$ cat src/rtl/memory_burst_master_pkg.sv
// Shared types for the burst master: memory access flag, burst FSM states,
// memory geometry and the wrapping address increment.
package memory_burst_master_pkg;

    localparam int REGSIZE = 32;
    localparam int MEMSIZE = 64;

    typedef enum logic {
        MEMORY_READ  = 1'b0,
        MEMORY_WRITE = 1'b1
    } MEMORY_FLAG_TYPE;

    typedef enum logic [2:0] {
        IDLE,
        READ,
        DRAIN,
        WRITE,
        DONE
    } BURST_STATE_TYPE;

    // Word addresses wrap at the top of memory, not at the register width.
    function automatic logic [REGSIZE-1:0] next_addr(input logic [REGSIZE-1:0] a);
        return (a == REGSIZE'(MEMSIZE - 1)) ? '0 : a + 1'b1;
    endfunction

endpackage

$ cat src/rtl/memory_burst_master.sv
// Burst initiator for the single-port word memory: one word per cycle,
// valid/ready streams on the data side, one-entry read holding register.
module memory_burst_master
    import memory_burst_master_pkg::*;
#(
    parameter int MAX_BURST = 8,
    parameter int LEN_W     = $clog2(MAX_BURST) + 1
) (
    input  logic                CLOCK,
    input  logic                RESET,
    input  logic                req_valid,
    output logic                req_ready,
    input  logic                req_write,
    input  logic [REGSIZE-1:0]  req_address,
    input  logic [LEN_W-1:0]    req_length,
    input  logic                wdata_valid,
    output logic                wdata_ready,
    input  logic [REGSIZE-1:0]  wdata,
    output logic                rdata_valid,
    input  logic                rdata_ready,
    output logic [REGSIZE-1:0]  rdata,
    output logic                rdata_last,
    output logic                done,
    output MEMORY_FLAG_TYPE     rw_flag,
    output logic [REGSIZE-1:0]  address,
    output logic [REGSIZE-1:0]  write_memory_value,
    input  logic [REGSIZE-1:0]  read_memory_value
);

    BURST_STATE_TYPE     state;
    logic [REGSIZE-1:0]  cur_addr;
    logic [LEN_W-1:0]    remaining;
    logic [LEN_W-1:0]    len_sat;
    logic                slot_free;
    logic                last_word;

    assign len_sat   = (req_length > LEN_W'(MAX_BURST)) ? LEN_W'(MAX_BURST) : req_length;
    assign slot_free = !rdata_valid || rdata_ready;
    assign last_word = (remaining == LEN_W'(1));

    always_ff @(posedge CLOCK or negedge RESET) begin
        if (!RESET) begin
            state       <= IDLE;
            cur_addr    <= '0;
            remaining   <= '0;
            rdata       <= '0;
            rdata_valid <= 1'b0;
            rdata_last  <= 1'b0;
        end else begin
            case (state)
                IDLE: begin
                    if (req_valid) begin
                        cur_addr  <= req_address;
                        remaining <= len_sat;
                        if (len_sat == '0)
                            state <= DONE;
                        else
                            state <= req_write ? WRITE : READ;
                    end
                end
                READ: begin
                    // A stalled consumer holds the word and freezes the fetch address.
                    if (slot_free) begin
                        rdata       <= read_memory_value;
                        rdata_valid <= 1'b1;
                        rdata_last  <= last_word;
                        cur_addr    <= next_addr(cur_addr);
                        remaining   <= remaining - 1'b1;
                        if (last_word)
                            state <= DRAIN;
                    end
                end
                DRAIN: begin
                    if (rdata_valid && rdata_ready) begin
                        rdata_valid <= 1'b0;
                        rdata_last  <= 1'b0;
                        state       <= DONE;
                    end
                end
                WRITE: begin
                    if (wdata_valid) begin
                        cur_addr  <= next_addr(cur_addr);
                        remaining <= remaining - 1'b1;
                        if (last_word)
                            state <= DONE;
                    end
                end
                DONE:    state <= IDLE;
                default: state <= IDLE;
            endcase
        end
    end

    assign req_ready   = (state == IDLE);
    assign wdata_ready = (state == WRITE);
    assign done        = (state == DONE);

    // The write strobe follows wdata_valid combinationally so a word commits on its handshake edge.
    always_comb begin
        rw_flag            = MEMORY_READ;
        address            = '0;
        write_memory_value = '0;
        case (state)
            READ: address = cur_addr;
            WRITE: begin
                address            = cur_addr;
                write_memory_value = wdata;
                if (wdata_valid)
                    rw_flag = MEMORY_WRITE;
            end
            default: ;
        endcase
    end

endmodule
$ cat config.mk
export PLATFORM = sky130hd
export DESIGN_NAME = memory_burst_master
export DESIGN_NICKNAME = d
export VERILOG_FILES = /design/src/rtl/memory_burst_master_pkg.sv /design/src/rtl/memory_burst_master.sv
export SDC_FILE = /design/constraint.sdc
export NUM_CORES = 1
export LEC_CHECK = 0
export CAP_MARGIN = 20
export CORE_MARGIN = 5
export CORE_UTILIZATION = 38
export CTS_CLUSTER_DIAMETER = 50
export DETAILED_ROUTE_END_ITERATION = 10
export PLACE_DENSITY = 0.78
export REMOVE_ABC_BUFFERS = 1
export SLEW_MARGIN = 20
export SYNTH_ARGS = -nofsm -noshare
export SYNTH_HDL_FRONTEND = slang
export SYNTH_SLANG_ARGS = --single-unit
$ cat constraint.sdc
create_clock -name CLOCK -period 2.16 [get_ports CLOCK]
set_input_delay 0.648 -clock CLOCK [delete_from_list [all_inputs] [get_ports CLOCK]]
set_output_delay 0.648 -clock CLOCK [all_outputs]
set_load 0.01 [all_outputs]
# Word level (Yosys, flattened, before mapping)
# Cells that the tools add are included.
# totals
output_inout_bits	102
reg_bits	73
elab_cells	61
# op_classes
mux	28
n_eq_ne	12
magnitude_cmp	1
addsub	2
n_reduce_logical	12
# op_table
cell	count
$mux 32	6
$pmux 32 s3	1
$add 32x1->32 const B	1
$eq 32x6->1 const B	1
$mux 3	7
$mux 4	4
$pmux 3 s4	1
$pmux 4 s3	1
$ne 2x2->1 const B	5
$eq 3x2->1 const B	2
$reduce_and 6->1	1
$mux 1	5
$eq 4x1->1 const B	1
$gt 4x4->1 const B	1
$logic_not 4->1	1
$pmux 1 s2	2
$reduce_and 4->1	1
$sub 4x1->4 const B	1
$eq 3x1->1 const B	1
$eq 3x3->1 const B	1
$logic_not 3->1	1
$reduce_and 3->1	1
$reduce_bool 3->1	1
$mux 2	1
7 further kinds	7

# Logic depth before layout (Yosys ltp)
# logic_depth
ltp_word	6
ltp_mapped	9
mapped_depth_nobuf	6

# Least setup slack after synthesis
# No wires, ideal clock.
# synth_path
path_kind	register to output
from	register state[2]
to	output address[12]
stages_incl_launch_ff	7
setup_slack_ns	-0.191
n_path_buf	4
arrival_ns	1.703
path_cell_list	dfrtp_1 > clkbuf_1 > nand2b_1 > buf_2 > buf_1 > buf_1 > nor2_1
# synth_between
elab_chain_len	3
word_cells_on_any_way	4
classes_between	eq/ne: 2; mux: 1; reduce/logical: 1
# synth_lines
element	line	source
from (decl)	memory_burst_master.sv:30	BURST_STATE_TYPE state;
from (signal assigned)	memory_burst_master.sv:58	state <= req_write ? WRITE : READ;
$eq 3x2->1 / $eq 3x1->1 (equally long branches)	memory_burst_master.sv:103	case (state)
$reduce_or 2->1 (no source line) *	n/a	
$mux 32 *	memory_burst_master.sv:103	
to (decl)	memory_burst_master.sv:25	output logic [REGSIZE-1:0] address,
# Every way passes the cells marked *; elsewhere a longest branch is shown, timed or not.

# Worst setup path in the final report
# layout_path
from	register state[2]
to	output address[30]
# Same word-level chain as after synthesis.

==> reports/qor.csv <==
stage;metric;value;unit
critical_path;critPathMaxFanout;6;
global_route;grt_pass1_wl;27.1;mm
timing;final.setup.tns;-1.18;ns
synthesis;syn-cell-area;4380;um2
power_and_ir_drop;netSwitchingPower;4.61;mW
synthesis;async_flop_share;1.00;
cts;hold_buffers;0;
critical_path;reg2reg_slack;0.08;ns
outcome;violations;negative setup slack;
outcome;status;finished with violations;
critical_path;cp_top_family;buffers and inverters;
detailed_routing;dr.first_iter.drc_count;365;
timing;fin_crit;2.22;ns
critical_path;critical_path_required;1.51;ns
power_and_ir_drop;p_leak;3.52;nW
detailed_routing;first_pass_iters;5;
cts;h-tree-depth;3;
detailed_routing;vias;5149;
floorplanning;die_w;117;um
synthesis;synth-seq-area-share;0.417;
floorplanning;fp-row-count;39;
timing;fin_crit_sh;1.03;
timing;tightest_slew;0.433;ns
synthesis;yosysWarnings;0;
placement;gp_congestion;0.911;
synthesis;synth_cell_types;55;
critical_path;crit_path_cell_trace;nor2b_4 > buf_6 > buf_8 > buf_12 > and2_4 > buf_6;
detailed_routing;ant_nets;0;
floorplanning;start_util;0.385;
detailed_routing;wirelength;17.5;mm
synthesis;synth_ff_type;dfrtp_1;
power_and_ir_drop;seq_power_share;0.228;
floorplanning;core;11400;um2
power_and_ir_drop;peakVddDrop;0.790;mV
timing;rsz0062_at_grt;true;
placement;hpwlAfterDp;12.0;mm
finish;post-route-util;0.717;
global_route;antenna_found_initial;0;
global_route;grt_start_max_net_pins;74;
power_and_ir_drop;p_per_area;1450;nW/um2
flow_run;cap_violations;0;
global_route;gr-total-overflow;0;
timing;slew_headroom;0.704;
finish;antenna_cells;0;
critical_path;ff2ff_path_depth;6;
critical_path;end_kind;output pin;
placement;port_buffers;207;
detailed_routing;detail_route.wl_per_cell;19.3;um
placement;place_area;7120;um2
cts;clk_latency;0.33;ns
cts;clockBufferDepth;2;
critical_path;crit_start;state[2]$_DFFE_PN0P_;
floorplanning;io_pins;208;
critical_path;crit_top_cell;buf_6;
cts;cts_tree;done;
cts;cts_buffers;9;
finish;area_growth;86.1;%
hold_path;hold_class;in -> async;
critical_path;crit_type;reg -> out;
cts;clockRootBuffer;clkbuf_16;
global_route;grt_pass1_vias;5086;
critical_path;r2r_end;cur_addr[26]$_DFFE_PN0P_;
critical_path;reg2reg_from;state[1]$_DFFE_PN0P_;
timing;hold_viol;0;
synthesis;synthCells;481;
finish;drive_above_1_share;0.382;
critical_path;crit_path_max_incr_delay;0.43;ns
global_route;track_usage;0.236;
critical_path;crit_path_top_delay_cell;dfrtp_2;
power_and_ir_drop;intPower;7.20;mW
timing;drv_slew;0;
detailed_routing;via_per_inst;5.69;
cts;clkSinkCount;73;
cts;cts.clk_slew.worst_paths;0.06;ns
floorplanning;die_area;13800;um2
timing;fin_skew;0.00762;ns
power_and_ir_drop;power.share.clock;0.144;
synthesis;ys_seq_elements;73;
timing;fin_ws;-0.0647;ns
power_and_ir_drop;power_frac_comb;0.629;
power_and_ir_drop;swShare;0.390;
synthesis;syn_avg_cell_area;9.11;um2
critical_path;crit_arrival;1.58;ns
critical_path;crit_path_start_kind;flip-flop;
synthesis;synth-edff-count;0;
critical_path;crit_buf_inv;4;
finish;layout.nets;866;
finish;design_area;8150;um2
detailed_routing;drc_errors;0;
timing;fmax;449;MHz
floorplanning;die_y;117;um
timing;setup_viol;38;
## power by group through the flow
| stage | sequential, mW | clock [mW] | combinational [mW] |
|---|---|---|---|
| after floorplan | 2.84 | 0 | 2.52 |
| after CTS | 2.65 | 1.73 | 6.62 |
| after detailed placement | 2.68 | 0 | 6.18 |
| final | 2.69 | 1.70 | 7.42 |
| after global placement | 2.63 | 0 | 6.04 |
| after global routing | 2.78 | 1.79 | 7.92 |
## repair_timing
action / in CTS / in global routing
pin swaps: 6 / 35
setup buffers: 12 / 8
endpoints found under the setup margin: 96 / 82
gates resized for setup: 325 / 129
gates cloned: 4 / 2
## logic make-up (layout without fill, tap and decap cells)
logic type | after synthesis | count (layout) | synth area share
muxes | 37 | 37 | 0.0940
adders and majority gates | 3 | 3 | 0.00857
buffers and inverters | 67 | 348 | 0.0620
DFF | 73 | 73 | 0.417
and+or+nand+nor | 204 | 204 | 0.260
AOI/OAI and AO/OA | 97 | 97 | 0.158
## cell type report
| type | count | area [um2] |
|---|---|---|
| fillers | 810 | 3220 |
| repair buffers | 301 | 3000 |
| multi-input cells | 341 | 2680 |
| flip-flops and latches | 73 | 1830 |
| clock buffers | 9 | 225 |
| well taps | 143 | 179 |
| clock inverters | 7 | 119 |
| inverters | 31 | 116 |
## synth_stat cells (4+ instances only)
cell type  count  share of area
dfrtp_1       73           0.42
and3_1        39          0.056
nor2_1        36          0.031
mux2_2        33          0.085
inv_1         30          0.026
nand3_1       28          0.032
a21oi_1       26          0.030
clkbuf_1      24          0.021
nand2_1       23          0.020
and2_1        16          0.023
o21ai_0       15          0.017
nand4_1       13          0.019
nor3_1        11          0.013
nor4_1        10          0.014
o2bb2ai_1      8          0.016
buf_2          7         0.0080
o32ai_1        7          0.014
a22o_1         6          0.012
a31oi_1        6         0.0086
nor4b_1        6          0.012
or4_1          6          0.010
a32o_1         4         0.0091
mux2i_1        4         0.0091
nand2b_1       4         0.0057
## layer usage
layer | vias to the layer above | GRT usage | share of wire
met4 | 0 | 0.0769 | 0.021
met3 | 32 | 0.0597 | 0.071
li1 | 2340 | - | -
met5 | - | 0 | 0
met2 | 237 | 0.382 | 0.49
met1 | 2540 | 0.310 | 0.42
## placed cells by master (no fill, tap or decap), types with 4 or more instances in the layout
cell type	count
dfrtp_1	70
inv_1	29
buf_2	9
and3_4	32
nor2_1	21
a22o_1	6
nand3_1	28
mux2i_1	4
nor4b_1	6
buf_12	7
clkdlybuf4s50_1	136
o32ai_1	7
a21oi_1	26
nor2_4	15
and3_1	7
nor3_1	10
clkbuf_16	11
a31oi_1	6
buf_6	69
buf_4	69
nor4_1	9
o21ai_0	15
buf_8	5
and2_4	11
o2bb2ai_1	8
and2_1	5
a32o_1	4
or4_1	6
nand4_1	13
nand2_1	21
mux2_2	33
## sequential cells by signal, indices dropped and copies added, names as in the netlist
register / cells
cur_addr: 32
state: 3
rdata_last: 1
remaining: 4
rdata: 32
rdata_valid: 1
## per-stage QoR
| stage | total power, mW | hold WS [ns] | setup slack [ns] | cells |
|---|---|---|---|---|
| floorplan | 5.36 | 0.352 | -1.60 | 445 |
| global placement | 8.67 | 0.488 | -0.545 | 869 |
| detailed placement | 8.85 | 0.495 | -0.606 | 869 |
| CTS | 11.0 | 0.355 | -0.144 | 901 |
| global route | 12.5 | 0.373 | -0.0962 | 905 |
| finish | 11.8 | 0.345 | -0.0647 | 905 |
## how the worst max path moves through the flow
stage	end	slack, ns	depth (start not counted)
after floorplan	cur_addr[26]$_DFFE_PN0P_	-1.60	4
after detailed placement	cur_addr[10]$_DFFE_PN0P_	-0.61	8
after global routing	address[30]	-0.1	6
after global placement	cur_addr[10]$_DFFE_PN0P_	-0.54	8
final	address[30]	-0.06	6
after CTS	address[25]	-0.14	7
(Power assumes the default switching activity.)
